### src/rtl/ulpi_rx_pck_if.sv
// ulpi_rx_pck_if: groups the ULPI receive-side bus (DIR/NXT/data as sampled
// from the PHY) with the downstream byte stream (RX_* valid/ready).
//   master : the receive stage; samples ULPI, drives the RX_* stream
//   slave  : the PHY model plus the stream consumer; drives ULPI and RX_READY
interface ulpi_rx_pck_if;
    logic       DIR;
    logic       NXT;
    logic [7:0] ULPI_DATA_IN;
    logic [7:0] RX_DATA;
    logic       RX_SOP;
    logic       RX_EOP;
    logic       RX_ERR;
    logic       RX_VALID;
    logic       RX_READY;

    modport master (
        input  DIR, NXT, ULPI_DATA_IN, RX_READY,
        output RX_DATA, RX_SOP, RX_EOP, RX_ERR, RX_VALID
    );

    modport slave (
        output DIR, NXT, ULPI_DATA_IN, RX_READY,
        input  RX_DATA, RX_SOP, RX_EOP, RX_ERR, RX_VALID
    );
endinterface

### src/rtl/ulpi_rx_pck.sv
// ulpi_rx_pck: ULPI receive stage. While the PHY owns the bus (DIR high) each
// cycle is split into RX CMD bytes (NXT=0) and packet bytes (NXT=1). RX CMDs
// refresh the PHY status outputs; packet bytes are staged one deep so the last
// byte can be tagged eop when the close event arrives, then pushed into a small
// FIFO drained with RX_VALID/RX_READY.
// Ports:
//   clk_ext, rst       : PHY clock, synchronous active-low reset
//   bus (master)       : DIR/NXT/ULPI_DATA_IN in, RX_* stream out, RX_READY in
//   LINESTATE..ALT_INT : fields of the last RX CMD
//   PCK_DONE, PCK_LEN  : close pulse and byte count of last closed packet
//   OVF, OVF_CLR       : sticky FIFO overflow flag and its clear
//   BUSY               : state != IDLE (also high in SKIP after reset)
//
// state    | meaning
// SKIP     | after reset, wait for DIR low so a transfer in flight is not parsed
// IDLE     | link owns the bus, waiting for DIR rise
// TURN_IN  | turnaround cycle after DIR rise, data ignored
// RECV     | PHY drives RX CMD / packet bytes
// TURN_OUT | turnaround cycle after DIR fall, data ignored
module ulpi_rx_pck #(
    parameter int FIFO_DEPTH = 4,
    parameter int LEN_W      = 11
) (
    input  logic             clk_ext,
    input  logic             rst,
    ulpi_rx_pck_if.master    bus,
    output logic [1:0]       LINESTATE,
    output logic [1:0]       VBUS,
    output logic             RX_ACTIVE,
    output logic             HOST_DISC,
    output logic             ID,
    output logic             ALT_INT,
    output logic             PCK_DONE,
    output logic [LEN_W-1:0] PCK_LEN,
    output logic             OVF,
    input  logic             OVF_CLR,
    output logic             BUSY
);
    localparam int PTR_W = $clog2(FIFO_DEPTH);
    localparam int ENT_W = 11;                   // {err, eop, sop, data}

    typedef enum logic [2:0] {S_SKIP, S_IDLE, S_TURN_IN, S_RECV, S_TURN_OUT} state_t;

    state_t             state_q, state_d;
    logic [7:0]         rxcmd_q, rxcmd_d;
    logic [7:0]         stage_q, stage_d;
    logic               stage_sop_q, stage_sop_d;
    // A packet is open exactly when a byte is staged, so one flag covers both.
    logic               pkt_open_q, pkt_open_d;
    logic               err_q, err_d;
    logic [LEN_W-1:0]   cnt_q, cnt_d;
    logic [LEN_W-1:0]   pck_len_q, pck_len_d;
    logic               pck_done_q, pck_done_d;
    logic               ovf_q, ovf_d;
    logic [PTR_W:0]     wr_ptr_q, wr_ptr_d, rd_ptr_q, rd_ptr_d;
    logic [ENT_W-1:0]   mem_q [FIFO_DEPTH];
    logic [ENT_W-1:0]   mem_d [FIFO_DEPTH];

    logic               close, push, pop, full, empty, accept;
    logic [ENT_W-1:0]   push_ent, head_ent;
    logic [PTR_W:0]     fill;

    always_comb begin
        state_d     = state_q;
        rxcmd_d     = rxcmd_q;
        stage_d     = stage_q;
        stage_sop_d = stage_sop_q;
        pkt_open_d  = pkt_open_q;
        err_d       = err_q;
        cnt_d       = cnt_q;
        pck_len_d   = pck_len_q;
        pck_done_d  = 1'b0;
        close       = 1'b0;
        push        = 1'b0;
        push_ent    = '0;

        case (state_q)
            S_SKIP:     if (!bus.DIR) state_d = S_IDLE;
            S_IDLE:     if (bus.DIR) state_d = S_TURN_IN;
            S_TURN_IN:  state_d = bus.DIR ? S_RECV : S_IDLE;
            S_RECV: begin
                if (!bus.DIR) begin
                    state_d = S_TURN_OUT;
                    close   = 1'b1;
                end else if (!bus.NXT) begin
                    rxcmd_d = bus.ULPI_DATA_IN;
                    if (bus.ULPI_DATA_IN[5:4] == 2'b11) err_d = 1'b1;
                    // RxActive low ends reception; RxEvent 11 has RxActive high
                    // so the error flag and a close never coincide.
                    if (!bus.ULPI_DATA_IN[4]) close = 1'b1;
                end else begin
                    if (pkt_open_q) begin
                        push     = 1'b1;
                        push_ent = {1'b0, 1'b0, stage_sop_q, stage_q};
                        cnt_d    = (cnt_q == '1) ? cnt_q : cnt_q + LEN_W'(1);
                    end else begin
                        cnt_d    = LEN_W'(1);
                    end
                    stage_d     = bus.ULPI_DATA_IN;
                    stage_sop_d = !pkt_open_q;
                    pkt_open_d  = 1'b1;
                end
            end
            S_TURN_OUT: state_d = bus.DIR ? S_TURN_IN : S_IDLE;
            default:    state_d = S_SKIP;
        endcase

        // A close with nothing staged only clears the packet context.
        if (close) begin
            if (pkt_open_q) begin
                push       = 1'b1;
                push_ent   = {err_q, 1'b1, stage_sop_q, stage_q};
                pck_done_d = 1'b1;
                pck_len_d  = cnt_q;
            end
            pkt_open_d = 1'b0;
            err_d      = 1'b0;
            cnt_d      = '0;
        end
    end

    // FIFO: a push into a full FIFO is kept only if the head leaves this cycle.
    always_comb begin
        fill     = wr_ptr_q - rd_ptr_q;
        full     = (fill == (PTR_W+1)'(FIFO_DEPTH));
        empty    = (fill == '0);
        pop      = !empty && bus.RX_READY;
        accept   = push && (!full || pop);
        mem_d    = mem_q;
        if (accept) mem_d[wr_ptr_q[PTR_W-1:0]] = push_ent;
        wr_ptr_d = wr_ptr_q + (PTR_W+1)'(accept);
        rd_ptr_d = rd_ptr_q + (PTR_W+1)'(pop);
        ovf_d    = (push && full && !pop) || (ovf_q && !OVF_CLR);
        head_ent = empty ? '0 : mem_q[rd_ptr_q[PTR_W-1:0]];
    end

    always_ff @(posedge clk_ext) begin
        if (!rst) begin
            state_q     <= S_SKIP;
            rxcmd_q     <= '0;
            stage_q     <= '0;
            stage_sop_q <= 1'b0;
            pkt_open_q  <= 1'b0;
            err_q       <= 1'b0;
            cnt_q       <= '0;
            pck_len_q   <= '0;
            pck_done_q  <= 1'b0;
            ovf_q       <= 1'b0;
            wr_ptr_q    <= '0;
            rd_ptr_q    <= '0;
        end else begin
            state_q     <= state_d;
            rxcmd_q     <= rxcmd_d;
            stage_q     <= stage_d;
            stage_sop_q <= stage_sop_d;
            pkt_open_q  <= pkt_open_d;
            err_q       <= err_d;
            cnt_q       <= cnt_d;
            pck_len_q   <= pck_len_d;
            pck_done_q  <= pck_done_d;
            ovf_q       <= ovf_d;
            wr_ptr_q    <= wr_ptr_d;
            rd_ptr_q    <= rd_ptr_d;
        end
    end

    // Storage needs no reset: it is only visible through a non-empty head.
    always_ff @(posedge clk_ext) begin
        mem_q <= mem_d;
    end

    assign bus.RX_DATA  = head_ent[7:0];
    assign bus.RX_SOP   = head_ent[8];
    assign bus.RX_EOP   = head_ent[9];
    assign bus.RX_ERR   = head_ent[10];
    assign bus.RX_VALID = !empty;

    assign LINESTATE = rxcmd_q[1:0];
    assign VBUS      = rxcmd_q[3:2];
    assign RX_ACTIVE = rxcmd_q[4];
    assign HOST_DISC = (rxcmd_q[5:4] == 2'b10);
    assign ID        = rxcmd_q[6];
    assign ALT_INT   = rxcmd_q[7];
    assign PCK_DONE  = pck_done_q;
    assign PCK_LEN   = pck_len_q;
    assign OVF       = ovf_q;
    assign BUSY      = (state_q != S_IDLE);
endmodule
### src/flat_wrapper.sv
// flat-port wrapper written by rule: the top's interface ports become plain ports
module ulpi_rx_pck_flat 
#(
    parameter int FIFO_DEPTH = 4,
    parameter int LEN_W      = 11
)
  (clk_ext, rst, LINESTATE, VBUS, RX_ACTIVE, HOST_DISC, ID, ALT_INT, PCK_DONE, PCK_LEN, OVF, OVF_CLR, BUSY, bus_DIR, bus_NXT, bus_ULPI_DATA_IN, bus_RX_READY, bus_RX_DATA, bus_RX_SOP, bus_RX_EOP, bus_RX_ERR, bus_RX_VALID);
  ulpi_rx_pck_if bus_i ();
  input  logic clk_ext;
  input  logic rst;
  output logic [1:0] LINESTATE;
  output logic [1:0] VBUS;
  output logic RX_ACTIVE;
  output logic HOST_DISC;
  output logic ID;
  output logic ALT_INT;
  output logic PCK_DONE;
  output logic [LEN_W-1:0] PCK_LEN;
  output logic OVF;
  input  logic OVF_CLR;
  output logic BUSY;
  input wire logic [$bits(bus_i.DIR)-1:0] bus_DIR;
  input wire logic [$bits(bus_i.NXT)-1:0] bus_NXT;
  input wire logic [$bits(bus_i.ULPI_DATA_IN)-1:0] bus_ULPI_DATA_IN;
  input wire logic [$bits(bus_i.RX_READY)-1:0] bus_RX_READY;
  output wire logic [$bits(bus_i.RX_DATA)-1:0] bus_RX_DATA;
  output wire logic [$bits(bus_i.RX_SOP)-1:0] bus_RX_SOP;
  output wire logic [$bits(bus_i.RX_EOP)-1:0] bus_RX_EOP;
  output wire logic [$bits(bus_i.RX_ERR)-1:0] bus_RX_ERR;
  output wire logic [$bits(bus_i.RX_VALID)-1:0] bus_RX_VALID;
  assign bus_i.DIR = bus_DIR;
  assign bus_i.NXT = bus_NXT;
  assign bus_i.ULPI_DATA_IN = bus_ULPI_DATA_IN;
  assign bus_i.RX_READY = bus_RX_READY;
  assign bus_RX_DATA = bus_i.RX_DATA;
  assign bus_RX_SOP = bus_i.RX_SOP;
  assign bus_RX_EOP = bus_i.RX_EOP;
  assign bus_RX_ERR = bus_i.RX_ERR;
  assign bus_RX_VALID = bus_i.RX_VALID;
  ulpi_rx_pck #(.FIFO_DEPTH(FIFO_DEPTH), .LEN_W(LEN_W)) u_core (.clk_ext(clk_ext), .rst(rst), .bus(bus_i), .LINESTATE(LINESTATE), .VBUS(VBUS), .RX_ACTIVE(RX_ACTIVE), .HOST_DISC(HOST_DISC), .ID(ID), .ALT_INT(ALT_INT), .PCK_DONE(PCK_DONE), .PCK_LEN(PCK_LEN), .OVF(OVF), .OVF_CLR(OVF_CLR), .BUSY(BUSY));
endmodule
### config.mk
export PLATFORM = sky130hd
export DESIGN_NAME = ulpi_rx_pck_flat
export DESIGN_NICKNAME = d
export VERILOG_FILES = /design/src/rtl/ulpi_rx_pck_if.sv /design/src/rtl/ulpi_rx_pck.sv /design/src/flat_wrapper.sv
export SDC_FILE = /design/constraint.sdc
export NUM_CORES = 1
export LEC_CHECK = 0
export ABC_AREA = 1
export CAP_MARGIN = 20
export CORE_ASPECT_RATIO = 1.75
export CORE_MARGIN = 4
export CORE_UTILIZATION = 40
export DETAILED_ROUTE_END_ITERATION = 7
export GPL_TIMING_DRIVEN = 1
export REMOVE_ABC_BUFFERS = 1
export SLEW_MARGIN = 5
export SYNTH_ARGS = -nofsm -noshare
export SYNTH_HDL_FRONTEND = slang
export SYNTH_SLANG_ARGS = --single-unit
### constraint.sdc
create_clock -name clk_ext -period 2.7 [get_ports clk_ext]
set_input_delay 0.27 -clock clk_ext [delete_from_list [all_inputs] [get_ports clk_ext]]
set_output_delay 0.27 -clock clk_ext [all_outputs]
set_load 0.05 [all_outputs]
; Yosys cells after proc, flatten, opt, wreduce, memory -nomap -nowiden
; Cells that the tools add are included.
[op_classes]
addsub = 4
magnitude_cmp = 3
n_eq_ne = 13
n_mux = 31
bitwise_logic = 4
reduce_logical = 23
[ops]
columns = operator, count
row1 = two-way mux 11 bit, 11
row2 = bitwise mux 44 bit, 1
row3 = binary-select mux 11 bit (select 2 bit), 1
row4 = demux 11 bit (select 2 bit), 1
row5 = one-hot mux 3 bit (5 select lines), 1
row6 = "adder 11 x 1 -> 11 bit, second input constant", 1
row7 = "equality test 11 bit, second input constant", 1
row8 = two-way mux 1 bit, 10
row9 = two-way mux 3 bit, 3
row10 = two-way mux 9 bit, 1
row11 = AND reduction 3 bit, 3
row12 = "inequality test 2 bit, second input constant", 4
row13 = AND reduction 4 bit, 2
row14 = adder 3 x 1 -> 3 bit, 2
row15 = "equality test 3 x 2 -> 1 bit, second input constant", 2
row16 = "equality test 3 bit, second input constant", 2
row17 = ">= comparator 3 bit, second input constant", 2
row18 = logical AND 1 bit, 6
row19 = zero test 3 bit, 2
row20 = NOT 2 -> 3 bit, 2
row21 = zero test 1 bit, 5
row22 = "equality test 2 bit, second input constant", 2
row23 = two-way mux 2 bit, 2
row24 = AND reduction 2 bit, 2
row25 = 7 further kinds, 9
[word_totals]
register_bits = 96
input_bits = 14
output_inout_bits = 34

; Logic depth before layout (Yosys ltp)
[depth]
word_depth = 9
ltp_mapped = 15

; Worst setup path before layout
; OpenSTA, ideal clock, no wires.
[synth_path]
kind = flip-flop to flip-flop
start = reg u_core.rd_ptr_q[1]
end = reg u_core.rd_ptr_q[2]
t_arrival_ns = 2.442
t_required_ns = 2.581
setup_slack_ns = 0.139
stages_incl_launch_ff = 16
n_path_buf = 2
period_less_slack_ns = 2.561
cell_sequence = dfxtp_1 -> inv_1 -> clkbuf_1 -> ha_1 -> nand2_1 -> nand2_1 -> inv_1 -> nand2_1 -> nand4_1 -> clkbuf_1 -> nand2_1 -> inv_1 -> ha_1 -> ha_1 -> xnor2_1 -> nor2_1
[synth_between]
elab_chain_cells = 5
[synth_rtl]
columns = element, line_no
row1 = start: declaration, ulpi_rx_pck.sv:55  ; logic [PTR_W:0] wr_ptr_q, wr_ptr_d, rd_ptr_q, rd_ptr_d;
row2 = start signal: assignment, ulpi_rx_pck.sv:163  ; rd_ptr_q <= rd_ptr_d;
row3 = subtractor 3 bit, ulpi_rx_pck.sv:124  ; fill = wr_ptr_q - rd_ptr_q;
row4 = zero test 3 bit, ulpi_rx_pck.sv:126  ; empty = (fill == '0);
row5 = zero test 1 bit, --
row6 = named net bus_RX_VALID, flat_wrapper.sv:30  ; output wire logic [$bits(bus_i.RX_VALID)-1:0] bus_RX_VALID;
row7 = logical AND 1 bit, ulpi_rx_pck.sv:127  ; pop = !empty && bus.RX_READY;
row8 = adder 3 x 1 -> 3 bit, ulpi_rx_pck.sv:132  ; rd_ptr_d = rd_ptr_q + (PTR_W+1)'(pop);
; The timed path passes the listed nets, and every way through them passes these cells.
; A chain may end at the register's enable or synchronous reset.

; Worst setup path after layout
[layout_path]
start = reg u_core.rd_ptr_q[1]
end = out bus_RX_DATA[3]
[layout_between]
elab_chain_cells = 5
word_cells_on_any_way = 7
cone_classes = add/sub (1) / mux (4) / bitwise (1) / reduce/logical (1)
[layout_rtl]
columns = element, line_no
row1 = "parallel branches: the longest is 4 deep, another holds subtractor 3 bit", --
row2 = two-way mux 11 bit (*), ulpi_rx_pck.sv:134  ; head_ent = empty ? '0 : mem_q[rd_ptr_q[PTR_W-1:0]];
row3 = end: declaration, flat_wrapper.sv:26  ; output wire logic [$bits(bus_i.RX_DATA)-1:0] bus_RX_DATA;
; Every way passes the cells marked *. The select of a mux whose other input is x is not followed.

==> out/qor.csv <==
metric,value,unit
status,"complete, no violations",
vias,3181,
dieWidth,85.2,um
cp.required,2.43,ns
layout_min_cycle_time,2.34,ns
clk_latency,0.34,ns
syn_area,0.00417,mm^2
final_cells,657,
synth_seq_cells,96,
wl_per_cell,13.8,um
drive_gt1_frac,0.104,
h-tree-depth,3,
min_to,u_core.stage_q[0],
arrival,2.07,ns
path_class,reg2out,
power_per_cell_area,581,mW/mm^2
grt.total_usage,0.160,
yosysTopAreaCellShare,0.317,
die-area,0.0122,mm^2
cts_setup_buffers,0,
clock_skew,0.00781,ns
grt_max_degree,32,
ff2ff_setup_slack,0.55,ns
synth_edf_count,44,
wl,9040,um
whs,0.450,ns
irDropWorstVdd,0.315,mV
grt_pass1_wl,15300,um
path_max_fanout,12,
cts-resized-gates,0,
viasPerCell,4.84,
seq_area_frac_synth,0.566,
nets,546,
setup_tns,0,ns
synth_largest_area_cell,edfxtp_1,
hold_path_startpoint,u_core.stage_q[0],
yosys-top-cells-count,"nand2_1 (93), nor2_1 (64), inv_1 (61)",
cp-start-kind,flip-flop,
rsz0062_at_grt,false,
avgSynthCellArea,8.74,um^2
tightestPinTransition,0.635,ns
gp_congestion,0.838,
setup_viol,0,
overflow,0,
start_util,0.407,
antenna_cells,0,
setup_slack,0.355,ns
reg2reg_from,u_core.rd_ptr_q[1],
first_pass_iters,5,
cts_sinks,96,
netlist-cell-type-count,31,
max_cap_violations,0,
power.leakage,1.92,nW
cts_hold_buffers,0,
synth_cells,477,
cp-end-kind,primary output,
finalPower,2.91,mW
synth_area_leaders,"edfxtp_1 (32%), dfxtp_1 (25%), nand2_1 (8.4%)",
clk_pin_slew,0.07,ns
synth_ff_type,dfxtp_1,
r2r-end,u_core.wr_ptr_q[2],
place_inst,641,
drv_slew,0,
antenna_found_initial,0,
cts_tree,yes,
cts_made_buffers,9,
drt_iter0_markers,202,
worstHoldPathCells,2,
clk_root_buffer_cell,clkbuf_16,
synth_most_common_cell,nand2_1,
max_slew_margin,0.576,
pre_cts_slack,0.394,ns
min_path_type,reg2reg,
io_pins,48,
r2r_cells,14,
core,0.0102,mm^2
dp_hpwl,6870,um
std_cell_rows,49,
grt_pass1_vias,3154,
clk_path_buf_depth,2,
hold_viol_final,0,
yosys_warnings,0,
antenna_left,0,
drc,0,
io_buffers,47,
finalCritPeriodShare,0.868,
ys_async_sr_fraction,0,
die_y,143,um
fmax,426,MHz
syn2layout_area_growth,20.2,%
state kept, by name (all words and copies together) (netlist names):
signal	cells
u_core.OVF	1
u_core.PCK_DONE	1
u_core.PCK_LEN	11
u_core.cnt_q	11
u_core.err_q	1
u_core.mem_q	44
u_core.pkt_open_q	1
u_core.rd_ptr_q	3
u_core.rxcmd_q	8
u_core.stage_q	8
u_core.stage_sop_q	1
u_core.state_q	3
u_core.wr_ptr_q	3
critical path, cell delays in order, from the launching register on:
cell and delay (ns):
dfxtp_1 0.32, inv_1 0.24, ha_1 0.31, nand2_1 0.08, nand2_1 0.06, inv_1 0.06
nand2_1 0.06, nand4_1 0.10, buf_4 0.20, nand2_1 0.06, inv_1 0.05, buf_4 0.19
area by class of cell:
class                      count  area, um^2
clock inverter                 7        61.3
multi-input combinational    294        1440
timing repair buffer          55         500
sequential                    96        2360
inverter                      69         262
tap                          127         159
fill                        1003        5230
clock buffer                   9         225
metal layers:
layer	wire length (um)	GRT usage	part of all wire
met1	3460	0.171	0.38
met4	188	0.0776	0.021
met3	306	0.0248	0.034
met5	0	0	0
met2	5080	0.300	0.56
worst max-delay path by stage:
stage | from | endpoint | slack (ns) | cells past startpoint
2_1_floorplan | u_core.rd_ptr_q[1] | u_core.rd_ptr_q[2] | -0.06 | 12
3_3_place_gp | bus_DIR | u_core.mem_q[6] | 0.47 | 7
3_5_place_dp | bus_NXT | u_core.wr_ptr_q[2] | 0.39 | 12
4_1_cts | u_core.rd_ptr_q[0] | bus_RX_DATA[0] | 0.30 | 7
5_1_grt | u_core.rd_ptr_q[0] | bus_RX_DATA[0] | 0.14 | 7
6_report | u_core.rd_ptr_q[1] | bus_RX_DATA[3] | 0.36 | 11
cells by family after synthesis:
logic type               synth area share
XOR/XNOR                          0.00420
AO/OA/AOI/OAI                       0.122
flip-flops                          0.566
AND/OR/NAND/NOR                     0.198
adder cells (fa/ha/maj)            0.0210
buffers and inverters              0.0879
power breakdown:
| part | internal [mW] | switching [mW] |
|---|---|---|
| logic | 0.0605 | 0.130 |
| registers | 1.51 | 0.00544 |
| clock network | 0.644 | 0.561 |
per-stage QoR:
| step | area [um^2] | utilization |
|---|---|---|
| detailed placement | 4720 | 0.461 |
| global placement | 4720 | 0.461 |
| finish | 5010 | 0.489 |
| floorplan | 4070 | - |
| global route | 5010 | 0.489 |
| CTS | 5010 | 0.489 |
cells in the final DEF, fill, tap and decap left out, drive strengths merged:
master,count
nand3b,2
a211oi,1
o21ai,50
o22ai,12
inv,72
clkdlybuf4s50,35
nor3,7
nor2,68
edfxtp,44
a21oi,30
dfxtp,52
o21bai,1
nand3,16
nand2,95
clkinv,4
ha,7
xnor2,2
nand4,3
buf,20
clkbuf,9
No activity file was read; power rests on OpenSTA's default activity.
==> variant 1: new RTL, same settings <==
`stage_q` no longer has a reset.
--- a/src/rtl/ulpi_rx_pck.sv
+++ b/src/rtl/ulpi_rx_pck.sv
@@ -138,7 +138,6 @@
         if (!rst) begin
             state_q     <= S_SKIP;
             rxcmd_q     <= '0;
-            stage_q     <= '0;
             stage_sop_q <= 1'b0;
             pkt_open_q  <= 1'b0;
             err_q       <= 1'b0;
@@ -151,7 +150,6 @@
         end else begin
             state_q     <= state_d;
             rxcmd_q     <= rxcmd_d;
-            stage_q     <= stage_d;
             stage_sop_q <= stage_sop_d;
             pkt_open_q  <= pkt_open_d;
             err_q       <= err_d;
@@ -162,6 +160,10 @@
             wr_ptr_q    <= wr_ptr_d;
             rd_ptr_q    <= rd_ptr_d;
         end
+    end
+
+    always_ff @(posedge clk_ext) begin
+        stage_q <= stage_d;
     end
 
     // Storage needs no reset: it is only visible through a non-empty head.
Behaviour: no difference found for any inputs over 4 cycles, from zero or initial values and one cycle with rst low; that may be too few to reach the edited logic, so the function may still have changed.
==> variant 1 against the unedited design <==
  * Worst hold slack improved by 0.013 ns
  * Area after synthesis barely moved
  * Wire length fell by 1.8%
  * Total power rose by 6.2%
  * Sequential share of layout area rose by 1.1 points
  * Clock power rose by 12%
  * Synthesized cell count fell by 6.1%
  * Count of clock-buffer cells in the layout rose by 1
  * Cell area rose by 1.0%
  * First-iteration DRC count fell by 26%
  * Setup slack got worse by 0.034 ns
  * Sequential cell count did not move
  * Critical path type unchanged
  * Largest power group unchanged
  * Highest routed layer unchanged
==> variant 1: results (changes against the unedited design) <==
* Grt met2 use at 30.6% (was 30.0%)
* Met1 global-route usage at 15.9% (was 17.1%)
* Routed length on met1 at 3.22 mm (was 3.46 mm)
* Crit path to: bus_RX_SOP (was bus_RX_DATA[3])
* Synth Area in XOR/XNOR at 1.26% (was 0.420%)
* Met2 wire length at 5.13 mm (was 5.08 mm)
* Worst R2R Setup Slack at 0.64 ns (was 0.55 ns)
* Setup WS post-layout at 0.321 ns (was 0.355 ns)
* Gr usage total at 15.9% (was 16.0%)
* Pleak at 1.96 nW (was 1.92 nW)
* Hold endpoint: u_core.rxcmd_q[5]$_SDFFE_PN0P_ (was u_core.stage_q[0]$_SDFFE_PN0P_)
* CP max-delay cell: ha_1 (was dfxtp_1)
* Metal3 WL at 307 um (was 306 um)
* Switching fraction of total power at 22.0% (was 23.9%)
* Compound-gate portion of the synthesized area at 10.7% (was 12.2%)
* Hold wc startpoint: u_core.rxcmd_q[5]$_SDFFE_PN0P_ (was u_core.stage_q[0]$_SDFFE_PN0P_)
* Dpl cells at 616 (was 641)
* Worst vdd ir at 0.461 mV (was 0.315 mV)
* Status: finished clean (unchanged)
* Share of post-route cells with drive strength above 1 at 11.7% (was 10.4%)
* Total number of vias at 3096 (was 3181)
* DRT iter0 DRCs at 149 (was 202)
* Final WL at 8.88 mm (was 9.04 mm)
* Post-DP HPWL at 6.65 mm (was 6.87 mm)
* Final net count at 521 (was 546)
* Largest net degree at the start of global routing at 24 (was 32)
* Sequential fraction of the synthesis area at 58.6% (was 56.6%)
* Vias per cell at 4.90 (was 4.84)
* Placed inst area at 4740 um2 (was 4720 um2)
* Post-synthesis cell type count at 34 (was 31)
* GPL Wtd Cong at 0.856 (was 0.838)
* Worst path arrival time at 2.11 ns (was 2.07 ns)
* WHS at 0.463 ns (was 0.450 ns)
[variant 1: worst reg2reg max path, stage by stage (launching register included)]
cell and delay (ns):
dfxtp_1 0.31, inv_1 0.24, ha_1 0.33, a21oi_1 0.15, nand2_1 0.08, nand2_1 0.09, nand2_1 0.08, nand2_4 0.08
inv_1 0.04, ha_1 0.17, ha_1 0.19, xnor2_1 0.14, nor2_1 0.05
[variant 1: power groups by stage]
stage / Combinational (mW) / Clock [mW] / Sequential [mW]
CTS: 0.212 / 1.38 / 1.54
global route: 0.225 / 1.44 / 1.54
floorplan: 0.121 / 0 / 1.57
global placement: 0.210 / 0 / 1.57
detailed placement: 0.212 / 0 / 1.57
finish: 0.209 / 1.35 / 1.54
[variant 1: layout make-up]
| class | instances | area, um2 |
|---|---|---|
| sequential | 96 | 2440 |
| fill | 947 | 5180 |
| multi-input combinational | 276 | 1400 |
| tap | 127 | 159 |
| clock buffer | 10 | 229 |
| clock inverter | 6 | 91.3 |
| timing repair buffer | 55 | 500 |
| inverter | 62 | 238 |
==> variant 2: new RTL, same flow settings <==
Made on the original files. `FIFO_DEPTH` is set to 4 in 2 places; all go to 16.
--- a/src/rtl/ulpi_rx_pck.sv
+++ b/src/rtl/ulpi_rx_pck.sv
@@ -18,7 +18,7 @@
 // RECV     | PHY drives RX CMD / packet bytes
 // TURN_OUT | turnaround cycle after DIR fall, data ignored
 module ulpi_rx_pck #(
-    parameter int FIFO_DEPTH = 4,
+    parameter int FIFO_DEPTH = 16,
     parameter int LEN_W      = 11
 ) (
     input  logic             clk_ext,
--- a/src/flat_wrapper.sv
+++ b/src/flat_wrapper.sv
@@ -1,7 +1,7 @@
 // flat-port wrapper written by rule: the top's interface ports become plain ports
 module ulpi_rx_pck_flat 
 #(
-    parameter int FIFO_DEPTH = 4,
+    parameter int FIFO_DEPTH = 16,
     parameter int LEN_W      = 11
 )
   (clk_ext, rst, LINESTATE, VBUS, RX_ACTIVE, HOST_DISC, ID, ALT_INT, PCK_DONE, PCK_LEN, OVF, OVF_CLR, BUSY, bus_DIR, bus_NXT, bus_ULPI_DATA_IN, bus_RX_READY, bus_RX_DATA, bus_RX_SOP, bus_RX_EOP, bus_RX_ERR, bus_RX_VALID);
Behaviour: same outputs for any inputs over 4 cycles, from zero or initial values and one cycle with rst low; that may be too few to reach the edited logic, so the function may still have changed.
==> variant 2 against the unedited design <==
  * Cell area increased by 130%
  * Combinational power rose to 16 times the old value
  * Sequential cell count is 136 higher
  * Cell count grew 96%
  * First-iteration DRC count grew 120%
  * Die area rose by 120%
  * Worst hold slack got worse by 0.050 ns
  * Area after synthesis increased by 130%
  * Register-to-register slack lost 0.25 ns
  * Wire length increased to 2.6 times the old value
  * Total power rose to 3.3 times the old value
  * Setup slack got worse by 0.25 ns
==> variant 2: results (changes against the unedited design) <==
* Met3 Use GR at 1.78% (was 2.48%)
* Worst vdd ir at 0.534 mV (was 0.315 mV)
* CP max stage delay at 0.35 ns (was 0.32 ns)
* Sequential fraction of the synthesis area at 66.6% (was 56.6%)
* Crit Path Max Fanout at 6 (was 12)
* CTS Buf Count at 21 (was 9)
* Status: finished clean (unchanged)
* Worst R2R Setup Slack at 0.30 ns (was 0.55 ns)
* Final Skew at 0.0108 ns (was 0.00781 ns)
* Min-delay worst type: in -> reg (was reg -> reg)
* Avg WL per Cell at 17.9 um (was 13.8 um)
* Largest net degree at the start of global routing at 58 (was 32)
* First-pass GRT wire length at 35.1 mm (was 15.3 mm)
* Synth area leaders: edfxtp_1 (55%), dfxtp_1 (12%), nand2_1 (8.0%), nand3_1 (5.2%), a21oi_1 (4.6%) (was edfxtp_1 (32%), dfxtp_1 (25%), nand2_1 (8.4%), nor2_1 (5.8%), o21ai_0 (5.6%))
* Vias in the first global route at 6456 (was 3154)
* Gr usage total at 16.8% (was 16.0%)
* Rel. slew slack at 57.9% (was 57.6%)
* DRT iter0 DRCs at 448 (was 202)
* Met1 global-route usage at 18.8% (was 17.1%)
* Maximum buffer depth of the clock tree at 3 (was 2)
* GPL Wtd Cong at 0.831 (was 0.838)
* H-tree depth at 1 (was 3)
* CP max-delay cell: nor3_4 (was dfxtp_1)
* Total number of vias at 6558 (was 3181)
* Final net count at 995 (was 546)
* First-pass DRT Iterations at 4 (was 5)
* Max FFs per register at 176 (was 44)
* Cell Int Power at 6.40 mW (was 2.22 mW)
* CP delay by family, top: simple AND/OR/NAND/NOR gates (was buffers and inverters)
* Clock Latency Late Sink at 0.49 ns (was 0.34 ns)
* Worst path arrival time at 2.32 ns (was 2.07 ns)
* WHS at 0.400 ns (was 0.450 ns)
* Pleak at 4.14 nW (was 1.92 nW)
* Share of post-route cells with drive strength above 1 at 11.5% (was 10.4%)
* EDFF count, synth at 176 (was 44)
* Grt met2 use at 32.9% (was 30.0%)
* Most frequent cells after synthesis: nand2_1 (205), edfxtp_1 (176), nand3_1 (99) (was nand2_1 (93), nor2_1 (64), inv_1 (61))
-- variant 2: cell types whose count changed after synthesis, sizes merged, moves of 3 or more --
cell    change
clkbuf      +8
nor3        -3
edfxtp    +132
a21oi      +62
nand2     +117
o22ai      -12
a22o       +22
nand3      +84
inv        -10
buf        +20
dfxtp       +4
nor2       +14
o21ai      -19
-- variant 2: timing repair --
item / 4_1_cts / 5_1_grt
resized for setup: 3 / 24
pin swaps: 0 / 2
setup endpoints to repair: 12 / 12
cloned: 0 / 3
-- variant 2: cells by family after synthesis --
| kind of cell | count (synthesis) | share of synthesized area, % |
|---|---|---|
| and+or+nand+nor | 405 | 18.1 |
| DFF | 232 | 66.6 |
| AOI/OAI and AO/OA | 149 | 8.84 |
| buffers and inverters | 106 | 4.89 |
| adders and majority gates | 9 | 1.17 |
| xor gates and xnor gates | 5 | 0.455 |
-- variant 2: layer usage --
metal	up-vias	share of wire (%)
met5	-	0
met1	3124	38
met2	149	55
met4	0	2.9
li1	3251	-
met3	34	3.9
-- variant 2: final timing paths --
kind	startpoint	endpoint	cells past startpoint
min	bus_ULPI_DATA_IN[4]	u_core.err_q$_SDFFE_PP0P_	3
min reg2reg	u_core.stage_q[3]$_SDFFE_PN0P_	u_core.stage_q[3]$_SDFFE_PN0P_	2
max	u_core.rd_ptr_q[1]$_SDFF_PN0_	bus_RX_VALID	12
max reg2reg	u_core.rd_ptr_q[2]$_SDFF_PN0_	u_core.wr_ptr_q[4]$_SDFF_PN0_	14
-- variant 2: power by group through the flow --
| stage | clock [mW] | combinational, mW | sequential, mW |
|---|---|---|---|
| 2_1_floorplan | 0 | 1.74 | 4.02 |
| 3_3_place_gp | 0 | 2.79 | 3.90 |
| 6_report | 2.86 | 3.06 | 3.83 |
| 4_1_cts | 2.93 | 2.83 | 3.82 |
| 5_1_grt | 3.05 | 3.26 | 3.83 |
| 3_5_place_dp | 0 | 2.82 | 3.90 |
-- variant 2: stage by stage --
stage	cell area (um2)	std cells	setup WS (ns)	TNS, ns
2_1_floorplan	9380	860	-1.76	-314.60
3_3_place_gp	10500	1250	0.212	0
3_5_place_dp	10500	1250	0.196	0
4_1_cts	11200	1286	0.0237	0
5_1_grt	11300	1289	-0.0202	-0.0846
6_report	11300	1289	0.106	0
-- variant 2: area by class of cell --
cell class                      instances  area (um2)
Clock buffer                           22         529
Sequential cell                       232        6410
Timing Repair Buffer                   89         853
Tap cell                              304         380
Inverter                               60         233
Clock inverter                         14         123
Multi-Input combinational cell        568        2800
Fill cell                            2198       12200
